[config.mk]
export PLATFORM = sky130hd
export DESIGN_NAME = decode_arith_stage
export DESIGN_NICKNAME = d
export VERILOG_FILES = /design/src/rtl/decode_arith_stage.sv
export SDC_FILE = /design/constraint.sdc
export NUM_CORES = 1
export LEC_CHECK = 0
export ABC_AREA = 1
export CORE_ASPECT_RATIO = 1.4
export CORE_MARGIN = 5
export CORE_UTILIZATION = 45
export DETAILED_ROUTE_END_ITERATION = 12
export PLACE_DENSITY = 0.77
export SLEW_MARGIN = 15
export SYNTH_ARGS = -nofsm -noshare
export SYNTH_HDL_FRONTEND = slang
export SYNTH_SLANG_ARGS = --single-unit
[constraint.sdc]
create_clock -name clk -period 1.38 [get_ports clk]
set_input_delay 0.276 -clock clk [delete_from_list [all_inputs] [get_ports clk]]
set_output_delay 0.276 -clock clk [all_outputs]
set_load 0.01 [all_outputs]
[src/rtl/decode_arith_stage.sv]
// -----------------------------------------------------------------------------
// decode_arith_stage
//
// Registered decode stage for RISC-V integer arithmetic. It handles OP-IMM and
// OP, and with XLEN=64 also OP-IMM-32 and OP-32. One clock of latency sits
// between a valid/ready handshake on the fetch side and one on the issue side.
// A two-entry buffer (main + skid) keeps full throughput, so in_ready can be a
// plain flop output. A saturating counter records how many illegal entries the
// consumer has taken.
//
// Parameters
//   XLEN   datapath width, 32 or 64 only (any other value stops elaboration)
//   CNT_W  width of illegal_count
//
// Ports
//   clk            clock
//   rst            synchronous reset, active-low
//   flush          drop every buffered entry; wins over an accept
//   in_valid       in_instr holds a word
//   in_ready       stage can take a word (registered: ~skid full)
//   in_instr[31:0] raw instruction word
//   out_valid      decoded entry on out_* is valid
//   out_ready      consumer takes the entry
//   out_op[4:0]    op code: 0 invalid, 1 add, 2 sub, 3 sll, 4 slt, 5 sltu,
//                  6 xor, 7 srl, 8 sra, 9 or, 10 and, 11..18 mul, mulh,
//                  mulhsu, mulhu, div, divu, rem, remu (M extension only)
//   out_is_imm     operand 2 is out_imm
//   out_is_word    *W form (always 0 when XLEN=32)
//   out_rd/rs1/rs2 register indices; rs2 is 0 for immediate forms
//   out_imm        sign-extended imm[11:0], or zero-extended shamt for shifts
//   out_illegal    entry is not a legal arithmetic encoding (out_op is 0)
//   illegal_count  illegal entries handed to the consumer, saturating
//
// Build option
//   DECODE_ARITH_M_EXT_EN  when defined, funct7=0000001 on OP/OP-32 decodes to
//                          the M-extension ops; otherwise it is illegal.
// -----------------------------------------------------------------------------
module decode_arith_stage #(
  parameter int XLEN  = 32,
  parameter int CNT_W = 16
) (
  input  logic             clk,
  input  logic             rst,
  input  logic             flush,
  input  logic             in_valid,
  output logic             in_ready,
  input  logic [31:0]      in_instr,
  output logic             out_valid,
  input  logic             out_ready,
  output logic [4:0]       out_op,
  output logic             out_is_imm,
  output logic             out_is_word,
  output logic [4:0]       out_rd,
  output logic [4:0]       out_rs1,
  output logic [4:0]       out_rs2,
  output logic [XLEN-1:0]  out_imm,
  output logic             out_illegal,
  output logic [CNT_W-1:0] illegal_count
);

  if (XLEN != 32 && XLEN != 64) begin : g_bad_xlen
    $error("decode_arith_stage: XLEN must be 32 or 64");
  end

  localparam bit IS64 = (XLEN == 64);

`ifdef DECODE_ARITH_M_EXT_EN
  localparam bit M_EXT = 1'b1;
`else
  localparam bit M_EXT = 1'b0;
`endif

  localparam logic [6:0] OPC_OP_IMM    = 7'b0010011;
  localparam logic [6:0] OPC_OP        = 7'b0110011;
  localparam logic [6:0] OPC_OP_IMM_32 = 7'b0011011;
  localparam logic [6:0] OPC_OP_32     = 7'b0111011;

  localparam logic [6:0] F7_BASE = 7'b0000000;
  localparam logic [6:0] F7_ALT  = 7'b0100000;
  localparam logic [6:0] F7_MUL  = 7'b0000001;

  typedef enum logic [4:0] {
    OP_INVALID = 5'd0,
    OP_ADD     = 5'd1,
    OP_SUB     = 5'd2,
    OP_SLL     = 5'd3,
    OP_SLT     = 5'd4,
    OP_SLTU    = 5'd5,
    OP_XOR     = 5'd6,
    OP_SRL     = 5'd7,
    OP_SRA     = 5'd8,
    OP_OR      = 5'd9,
    OP_AND     = 5'd10,
    OP_MUL     = 5'd11,
    OP_MULH    = 5'd12,
    OP_MULHSU  = 5'd13,
    OP_MULHU   = 5'd14,
    OP_DIV     = 5'd15,
    OP_DIVU    = 5'd16,
    OP_REM     = 5'd17,
    OP_REMU    = 5'd18
  } op_e;

  typedef struct packed {
    op_e             op;
    logic            is_imm;
    logic            is_word;
    logic [4:0]      rd;
    logic [4:0]      rs1;
    logic [4:0]      rs2;
    logic [XLEN-1:0] imm;
    logic            illegal;
  } entry_t;

  // funct3 -> base op; alt selects sub/sra on the funct3 codes that have one.
  function automatic op_e base_op(input logic [2:0] f3, input logic alt);
    op_e op;
    case (f3)
      3'b000:  op = alt ? OP_SUB : OP_ADD;
      3'b001:  op = OP_SLL;
      3'b010:  op = OP_SLT;
      3'b011:  op = OP_SLTU;
      3'b100:  op = OP_XOR;
      3'b101:  op = alt ? OP_SRA : OP_SRL;
      3'b110:  op = OP_OR;
      default: op = OP_AND;
    endcase
    return op;
  endfunction

  // ---------------------------------------------------------------------------
  // Instruction field extraction
  // ---------------------------------------------------------------------------
  logic [6:0]      opcode;
  logic [6:0]      funct7;
  logic [2:0]      funct3;
  logic            is_shift;
  logic            alt_shift;
  logic [XLEN-1:0] imm_sext;
  logic [XLEN-1:0] imm_shamt5;
  logic [XLEN-1:0] imm_shamt6;
  logic            shift32_ok;
  logic            shift64_ok;
  op_e             mul_op;

  assign opcode     = in_instr[6:0];
  assign funct3     = in_instr[14:12];
  assign funct7     = in_instr[31:25];
  assign is_shift   = (funct3 == 3'b001) || (funct3 == 3'b101);
  // Only the right shift has an arithmetic variant, selected by bit 30.
  assign alt_shift  = (funct3 == 3'b101) && in_instr[30];
  assign imm_sext   = {{(XLEN-12){in_instr[31]}}, in_instr[31:20]};
  assign imm_shamt5 = {{(XLEN-5){1'b0}}, in_instr[24:20]};
  assign imm_shamt6 = {{(XLEN-6){1'b0}}, in_instr[25:20]};
  assign mul_op     = op_e'(5'd11 + {2'b00, funct3});

  // 5-bit shamt form (RV32 immediates and every W shift): upper field is the
  // funct7 value, and the 0100000 variant exists only for the right shift.
  assign shift32_ok = (funct7 == F7_BASE) ||
                      ((funct7 == F7_ALT) && (funct3 == 3'b101));
  // 6-bit shamt form on RV64: bit 25 belongs to shamt, so only imm[11:6] is
  // checked.
  assign shift64_ok = (in_instr[31:26] == 6'b000000) ||
                      ((in_instr[31:26] == 6'b010000) && (funct3 == 3'b101));

  // ---------------------------------------------------------------------------
  // Decode of the incoming word
  // ---------------------------------------------------------------------------
  entry_t dec;
  logic   legal;

  // NOTE: every signal written in this block gets a default first, so no path
  // can leave it unassigned and infer a latch.
  always_comb begin
    dec         = '0;
    dec.rd      = in_instr[11:7];
    dec.rs1     = in_instr[19:15];
    dec.rs2     = in_instr[24:20];
    dec.imm     = imm_sext;
    dec.op      = OP_INVALID;
    legal       = 1'b0;

    case (opcode)
      OPC_OP_IMM: begin
        dec.is_imm = 1'b1;
        dec.rs2    = 5'd0;
        dec.op     = base_op(funct3, alt_shift);
        if (is_shift) begin
          dec.imm = IS64 ? imm_shamt6 : imm_shamt5;
          legal   = IS64 ? shift64_ok : shift32_ok;
        end else begin
          legal   = 1'b1;
        end
      end

      OPC_OP: begin
        case (funct7)
          F7_BASE: begin
            legal  = 1'b1;
            dec.op = base_op(funct3, 1'b0);
          end
          F7_ALT: begin
            legal  = (funct3 == 3'b000) || (funct3 == 3'b101);
            dec.op = base_op(funct3, 1'b1);
          end
          F7_MUL: begin
            legal  = M_EXT;
            dec.op = mul_op;
          end
          default: legal = 1'b0;
        endcase
      end

      OPC_OP_IMM_32: begin
        if (IS64) begin
          dec.is_imm  = 1'b1;
          dec.is_word = 1'b1;
          dec.rs2     = 5'd0;
          if (funct3 == 3'b000) begin
            legal  = 1'b1;
            dec.op = OP_ADD;
          end else if (is_shift) begin
            dec.imm = imm_shamt5;
            legal   = shift32_ok;
            dec.op  = base_op(funct3, alt_shift);
          end
        end
      end

      OPC_OP_32: begin
        if (IS64) begin
          dec.is_word = 1'b1;
          case (funct7)
            F7_BASE: begin
              legal  = (funct3 == 3'b000) || is_shift;
              dec.op = base_op(funct3, 1'b0);
            end
            F7_ALT: begin
              legal  = (funct3 == 3'b000) || (funct3 == 3'b101);
              dec.op = base_op(funct3, 1'b1);
            end
            F7_MUL: begin
              // mulw plus the four divide/remainder forms (funct3 1xx).
              legal  = M_EXT && ((funct3 == 3'b000) || funct3[2]);
              dec.op = mul_op;
            end
            default: legal = 1'b0;
          endcase
        end
      end

      default: legal = 1'b0;
    endcase

    dec.illegal = ~legal;
    if (!legal) begin
      dec.op = OP_INVALID;
    end
  end

  // ---------------------------------------------------------------------------
  // Two-entry buffer: main drives out_*, skid catches a word accepted while
  // main is stalled. in_ready is ~skid_valid_q, so nothing arrives while the
  // skid entry is occupied.
  // ---------------------------------------------------------------------------
  entry_t main_q, main_d;
  entry_t skid_q, skid_d;
  logic   main_valid_q, main_valid_d;
  logic   skid_valid_q, skid_valid_d;
  logic [CNT_W-1:0] cnt_q, cnt_d;

  logic accept;
  logic xfer;

  assign accept = in_valid && in_ready;
  assign xfer   = main_valid_q && out_ready;

  always_comb begin
    main_d       = main_q;
    skid_d       = skid_q;
    main_valid_d = main_valid_q;
    skid_valid_d = skid_valid_q;

    if (flush) begin
      main_valid_d = 1'b0;
      skid_valid_d = 1'b0;
    end else if (skid_valid_q) begin
      // Full: accept is impossible; a transfer promotes skid to main.
      if (xfer) begin
        main_d       = skid_q;
        skid_valid_d = 1'b0;
      end
    end else if (main_valid_q) begin
      case ({xfer, accept})
        2'b11: main_d = dec;
        2'b10: main_valid_d = 1'b0;
        2'b01: begin
          skid_d       = dec;
          skid_valid_d = 1'b1;
        end
        default: ;
      endcase
    end else if (accept) begin
      main_d       = dec;
      main_valid_d = 1'b1;
    end
  end

  // The counter sees every transfer, including one in a flush cycle.
  always_comb begin
    cnt_d = cnt_q;
    if (xfer && main_q.illegal && (cnt_q != {CNT_W{1'b1}})) begin
      cnt_d = cnt_q + CNT_W'(1);
    end
  end

  // NOTE: the data entries are reset as well as the valid bits, because the
  // out_* fields must read zero after reset, not whatever was last captured.
  always_ff @(posedge clk) begin
    // NOTE: non-blocking assignments so every flop samples pre-edge values.
    if (!rst) begin
      main_q       <= '0;
      skid_q       <= '0;
      main_valid_q <= 1'b0;
      skid_valid_q <= 1'b0;
      cnt_q        <= '0;
    end else begin
      main_q       <= main_d;
      skid_q       <= skid_d;
      main_valid_q <= main_valid_d;
      skid_valid_q <= skid_valid_d;
      cnt_q        <= cnt_d;
    end
  end

  // ---------------------------------------------------------------------------
  // Outputs
  // ---------------------------------------------------------------------------
  assign in_ready      = ~skid_valid_q;
  assign out_valid     = main_valid_q;
  assign out_op        = main_q.op;
  assign out_is_imm    = main_q.is_imm;
  assign out_is_word   = main_q.is_word;
  assign out_rd        = main_q.rd;
  assign out_rs1       = main_q.rs1;
  assign out_rs2       = main_q.rs2;
  assign out_imm       = main_q.imm;
  assign out_illegal   = main_q.illegal;
  assign illegal_count = cnt_q;

endmodule
==> summary.md <==
| Metric | Value |
|---|---|
| Core Region | `around 9800 µm²` |
| Number of DRC markers in iteration 0 | `about 320` |
| Pin count of the biggest net entering global routing | `55` |
| Die W | `93.87 µm` |
| Total area of sequential cells | `roughly 1800 µm²` |
| Netlist area before placement | `approximately 4400 µm²` |
| Post-synthesis sequential element count | `86` |
| Initial Util | `0.4526` |
| H-tree depth | `3` |
| Status | `finished, violations left` |
| Clock tree skew after final layout | `~0.013 ns` |
| Dpl ws | `-0.7185 ns` |
| Data arrival time at the worst-slack endpoint | `1.71 ns` |
| Clock latency on the worst-skew pair | `between 0.3 and 0.4 ns` |
| Area overhead of the layout relative to synthesis | `56.72%` |
| Required time worst endpoint | `around 1.6 ns` |
| GRT Overall Usage | `0.2191` |
| Proportion of layout cells with a drive suffix above 1 | `0.3295` |
| Clk buf depth | `2` |
| TritonCTS clock tree | `done` |
| Sum of routed wire length over all layers | `around 15 mm` |
| Final cell utilization of the core | `0.7093` |
| Maximum Capacitance Violations | `0` |
| Number of standard cells after synthesis | `628` |
| Vias in the first global route | `between 4000 and 5000` |
| Die height | `around 130 µm` |
| Yosys Warn Count | `0` |
| Placed cells | `between 800 and 900` |
| Most frequent cells in the layout | `nand2_1, dfxtp_1, dlygate4sd2_1` |
| Largest voltage drop on the vdd net | `around 570 µV` |
| Final Hold Viols | `0` |
| Clock-pin slew on the worst setup and hold paths | `about 0.07 ns` |
| Sum of overflow across all layers after global routing | `0` |
| Power density normalized to cell area | `~860 nW/µm²` |
| Cell row count | `43` |
| Average vias per placed instance | `around 5.4` |
| Standard cell area after detailed placement | `5874 µm²` |
| Number of antenna repair diodes | `0` |
| Crit share post-route | `1.053` |
| Endpoint type of the worst setup path | `flop` |
| Antenna-violating nets left | `0` |
| Clk Tree Root Cell | `clkbuf_16` |
| Critical-path maximum fanout | `8` |
| Boundary pin count | `110` |
| Routed WL per cell | `16.09 µm` |
| Register area share after synthesis | `0.3885` |
| Net count of the finished layout | `approximately 830` |
| CTS buffer count | `9` |
| Combined area of the multi-input logic cells | `~2600 µm²` |
| DPL Wire Length | `between 8 and 9 mm` |
| Violations in the final reports | `negative setup slack` |
| Fin area | `just under 7000 µm²` |
| Fillcell total | `~720` |
| Unrepaired setup endpoints after global routing | `true` |
| Number of stages on the worst hold path | `3` |
| Routability congestion estimate from global placement | `around 0.94` |
| Number of distinct library cell variants in the gate-level netlist after synthesis | `34` |
| Initial antenna violation count | `0` |
| Critical path class | `reg2reg` |
| Via count | `~5000` |
| Syn nets | `~680` |
| Most common cell after layout, fill and taps aside | `nand2_1` |
| Final critical delay including setup and external delays | `between 1 and 1.5 ns` |
| Least setup slack across all paths after layout | `-0.07332 ns` |
| DIE AREA | `approximately 12000 µm²` |
| Number of pins exceeding their max-slew limit in the final report | `0` |
| Clock Sink Count | `86` |
| Worst-case reg-to-reg path depth | `8` |
| Count of non-filler cells in the finished layout | `slightly above 900` |
| Residual DRC count | `0` |
| Synthesized area per cell | `slightly above 7 µm²` |
| Wire length of the first global-routing pass | `roughly 21 mm` |
| Classification of the worst-slack hold path | `in2reg` |
| Maximum achievable frequency | `688.1 MHz` |
| Total power consumption of the routed design | `6.001 mW` |
| Critical path startpoint category | `flop` |
| Drt first pass iters | `4` |
| Final-report setup violation count | `14` |
| Buffers added on ports | `around 110` |
| Leakage Power | `between 3 and 4 nW` |
[worst max-delay path, stage by stage, from the launching register on]
cell	delay, ns
dfxtp_2	0.35
inv_4	0.07
buf_6	0.12
o21ai_4	0.17
nand2_4	0.11
clkinv_8	0.12
clkbuf_16	0.15
o21ai_0	0.07
a31oi_1	0.21
[routing by layer]
layer / routed length [µm] / share of wire / GRT usage
met1: 5373 / 0.36 / 0.2400
met5: 0 / 0 / 0
met3: 839 / 0.056 / 0.03298
met2: 8141 / 0.55 / 0.4103
met4: 511 / 0.034 / 0.09354
[synthesized netlist by cell type (all sizes together)]
cell    instances  area [µm²]
nor3            5       41.29
a21oi          80       400.4
buf            40       299.0
o21a            1       7.510
conb            1       3.750
xnor2           4       35.03
xor2            7       61.31
nor2           75       296.5
inv            46       177.7
ha             13       162.7
clkinv          2       8.750
nand2         148       583.1
dfxtp          86        1722
nand3          28       150.1
o21ai          63       319.1
clkbuf         11       45.05
a31oi          13       81.33
nand4           5       37.53
[worst paths after layout]
kind / from / to / slack (ns)
worst min register to register: skid_q[2]$_SDFFE_PN0P_ / skid_q[2]$_SDFFE_PN0P_ / 0.46
worst min-delay path: flush / skid_valid_q$_SDFF_PP0_ / 0.34
worst max register to register: skid_valid_q$_SDFF_PP0_ / out_rd[4]$_SDFFE_PN0P_ / -0.07
worst max-delay path: skid_valid_q$_SDFF_PP0_ / out_rd[4]$_SDFFE_PN0P_ / -0.07
[layout make-up]
class,count,share of cell area
Multi-Input combinational cell,445,0.3770
Inverter,48,0.03081
Sequential cell,86,0.2535
Clock buffer,13,0.03603
Clock inverter,3,0.006485
Timing Repair Buffer,194,0.2718
Tap cell,135,0.02432
[where the power goes]
group | switching (mW) | total (mW) | internal [mW]
combinational | 0.493 | 0.963 | 0.470
clock | 0.979 | 2.43 | 1.45
sequential | 0.0543 | 2.60 | 2.55
total | 1.53 | 6.00 | 4.47
[cells by family (layout without fill, tap and decap cells)]
group / count (synthesis) / count (layout) / synth area share
AO/OA/AOI/OAI: 157 / 157 / 0.1824
XOR/XNOR: 11 / 11 / 0.02174
adder cells (fa/ha/maj): 13 / 13 / 0.03670
buffers and inverters: 99 / 258 / 0.1197
flip-flops: 86 / 86 / 0.3885
other: 1 / 1 / 0.0008462
AND/OR/NAND/NOR: 261 / 263 / 0.2501
[through the flow]
step | setup TNS [ns] | hold slack (ns)
detailed placement | -33.18 | 0.4334
CTS | -0.03284 | 0.4570
finish | -0.3078 | 0.3423
floorplan | 0 | 0.4180
global route | -2.648 | 0.3577
global placement | -28.52 | 0.4270
[flip-flops by register name, summed over array words and instances, names as in the netlist]
signal,flops
out_imm,12
out_op,5
skid_valid_q,1
out_rs1,5
out_illegal,1
out_valid,1
skid_q,34
out_is_imm,1
out_rs2,5
out_rd,5
illegal_count,16
[repair_timing]
action | CTS | global route
buffers inserted | 14 | 7
gates cloned | 4 | 6
setup endpoints to repair | 144 | 92
hold buffers | 0 | 0
pin swaps | 23 | 48
gates resized for setup | 175 | 165
(Power assumes the default switching activity.)
==> variant: new RTL, same flow settings <==
Build with the macro `DECODE_ARITH_M_EXT_EN` defined.
--- a/src/rtl/decode_arith_stage.sv
+++ b/src/rtl/decode_arith_stage.sv
@@ -35,6 +35,8 @@
 //   DECODE_ARITH_M_EXT_EN  when defined, funct7=0000001 on OP/OP-32 decodes to
 //                          the M-extension ops; otherwise it is illegal.
 // -----------------------------------------------------------------------------
+`define DECODE_ARITH_M_EXT_EN
+
 module decode_arith_stage #(
   parameter int XLEN  = 32,
   parameter int CNT_W = 16
Check against the original RTL: not equivalent (a bounded check fails within 4 cycles, from zero or initial values and one cycle with rst low).
==> variant against the unedited design <==
- the flow still finishes with violations (negative setup slack)
- non-clock buffer count grew 2
- setup slack improved by 0.031 ns
- synthesized area grew 2.7%
- routed wire length fell by 2.8%
- cell area rose by 1.6%
- sequential cell count stayed put
- total power increased by 3.2%
- first-iteration DRC count down 19%
- largest cell class unchanged
==> variant: results (changes against the unedited design) <==
The number of global-route vias before repair is 4,674 (was 4,627). The net switching fraction of the power is 24.7% (was 25.4%). The detailed router's first-iteration violation count is 263 (was 323).

The worst-case clock skew came out at 0.00642 ns (was 0.0126 ns). The number of nets in the layout came out at 848 (was 834). The final critical-path setup slack is -0.0423 ns (was -0.0733 ns). The total track usage came out at 21.9% (about the same). The placement-stage cell area came to 6070 µm² (was 5870 µm²). The worst setup slack before clock tree synthesis is -0.703 ns (was -0.718 ns). The post-synth net total came out at 692 (was 678). The arrival time of data at the critical path endpoint came to 1.69 ns (was 1.71 ns). The final wirelength is 14.5 mm (was 14.9 mm).

The leakage power came out at 3.10 nW (was 3.13 nW). Failing checks: negative setup slack (unchanged). The cell class contributing the biggest share of worst-path delay is simple AND/OR/NAND/NOR gates (was buffers and inverters). The final weighted congestion of routability-driven global placement is 0.876 (was 0.944). The total negative setup slack is -0.288 ns (was -0.308 ns). The global-route wire length before repair came out at 21.5 mm (was 21.3 mm).

The final-report setup violation count is 19 (was 14). The ratio of cells with drive above 1 in the final layout came out at 32.6% (was 33.0%). The synthesized-area fraction occupied by adder cells is 3.57% (was 3.67%). Outcome: complete, but fails checks (unchanged).

The sum of net half-perimeters after detailed placement came out at 9.58 mm (was 8.85 mm). The area share of xor/xnor cells in the synthesized design was 1.92% (was 2.17%). Largest cells by area after synthesis: dfxtp_1 38%, nand2_1 10%, a21oi_1 8.0% (was dfxtp_1 39%, nand2_1 12%, a21oi_1 9.0%).

The number of distinct library cells after synthesis came out at 35 (was 34). The maximum ir drop on the vdd rail came out at 0.523 mV (was 0.565 mV). The stage delay of the slowest cell on the critical path is 0.37 ns (was 0.35 ns).
## variant: cell types whose count changed in the layout (fill, tap and decap cells not counted), moves of 14 or more
cell and change:
nand2_1 -17, o21ai_0 +19, clkdlybuf4s15_2 +14, o21ai_1 -22, nor2_1 +24, clkbuf_2 -14
## variant: worst register-to-register path: stages (launching register included)
cell and delay (ns):
dfxtp_4 0.37, ha_4 0.16, nand3_4 0.08, inv_2 0.07
nand4_1 0.10, nand2_2 0.14, inv_2 0.07, buf_12 0.13
nand3_2 0.05, nand2_1 0.06, a21oi_2 0.12
## variant: layout make-up
class,count,area (µm²),share of cell area (%)
timing repair buffer,196,1910,27.1
inverter,48,209,2.96
clock inverter,5,81.3,1.15
tap,135,169,2.39
clock buffer,11,243,3.44
sequential,86,1750,24.8
multi-input combinational,457,2700,38.2
## variant: stage by stage
stage / cells / hold WS [ns]
floorplan: 642 / 0.355
global placement: 906 / 0.434
CTS: 929 / 0.243
detailed placement: 906 / 0.437
global route: 938 / 0.251
finish: 938 / 0.254
## variant: kinds of logic (layout without fill, tap and decap cells)
kind of cell / Yosys count / count (layout)
compound gates: 161 / 161
xor+xnor: 10 / 10
fa+ha+maj: 13 / 13
buf+inv: 100 / 260
flops: 86 / 86
other cells: 1 / 1
simple gates: 271 / 272
## variant: per-layer routing
| metal | up-vias | global-route usage [%] | share of wire (%) | wire length, µm |
|---|---|---|---|---|
| li1 | 2398 | - | - | - |
| met1 | 2309 | 24.1 | 38 | 5500 |
| met2 | 153 | 41.3 | 55 | 7980 |
| met3 | 27 | 2.96 | 4.4 | 643 |
| met4 | 0 | 9.26 | 2.2 | 320 |
| met5 | - | 0 | 0 | 0 |
## variant: power groups by stage
stage | Clock [mW] | Sequential, mW | Combinational (mW)
floorplan | 0 | 2.69 | 0.382
global placement | 0 | 2.66 | 0.840
detailed placement | 0 | 2.66 | 0.851
CTS | 2.63 | 2.61 | 0.827
global route | 2.76 | 2.62 | 1.03
finish | 2.63 | 2.61 | 0.951
## variant: what timing repair did
item	4_1_cts	5_1_grt
gates resized for setup	184	129
endpoints found under the hold margin	0	0
pin swaps	21	37
endpoints found under the setup margin	151	83
buffers inserted	6	3
cloned	1	6
## variant: worst paths after layout
kind               startpoint               end  slack, ns  cells past startpoint
max          illegal_count[1]  illegal_count[3]      -0.04                     10
min                       rst        out_imm[1]       0.25                      3
max reg2reg  illegal_count[1]  illegal_count[3]      -0.04                     10
min reg2reg         skid_q[3]         skid_q[3]       0.45                      2
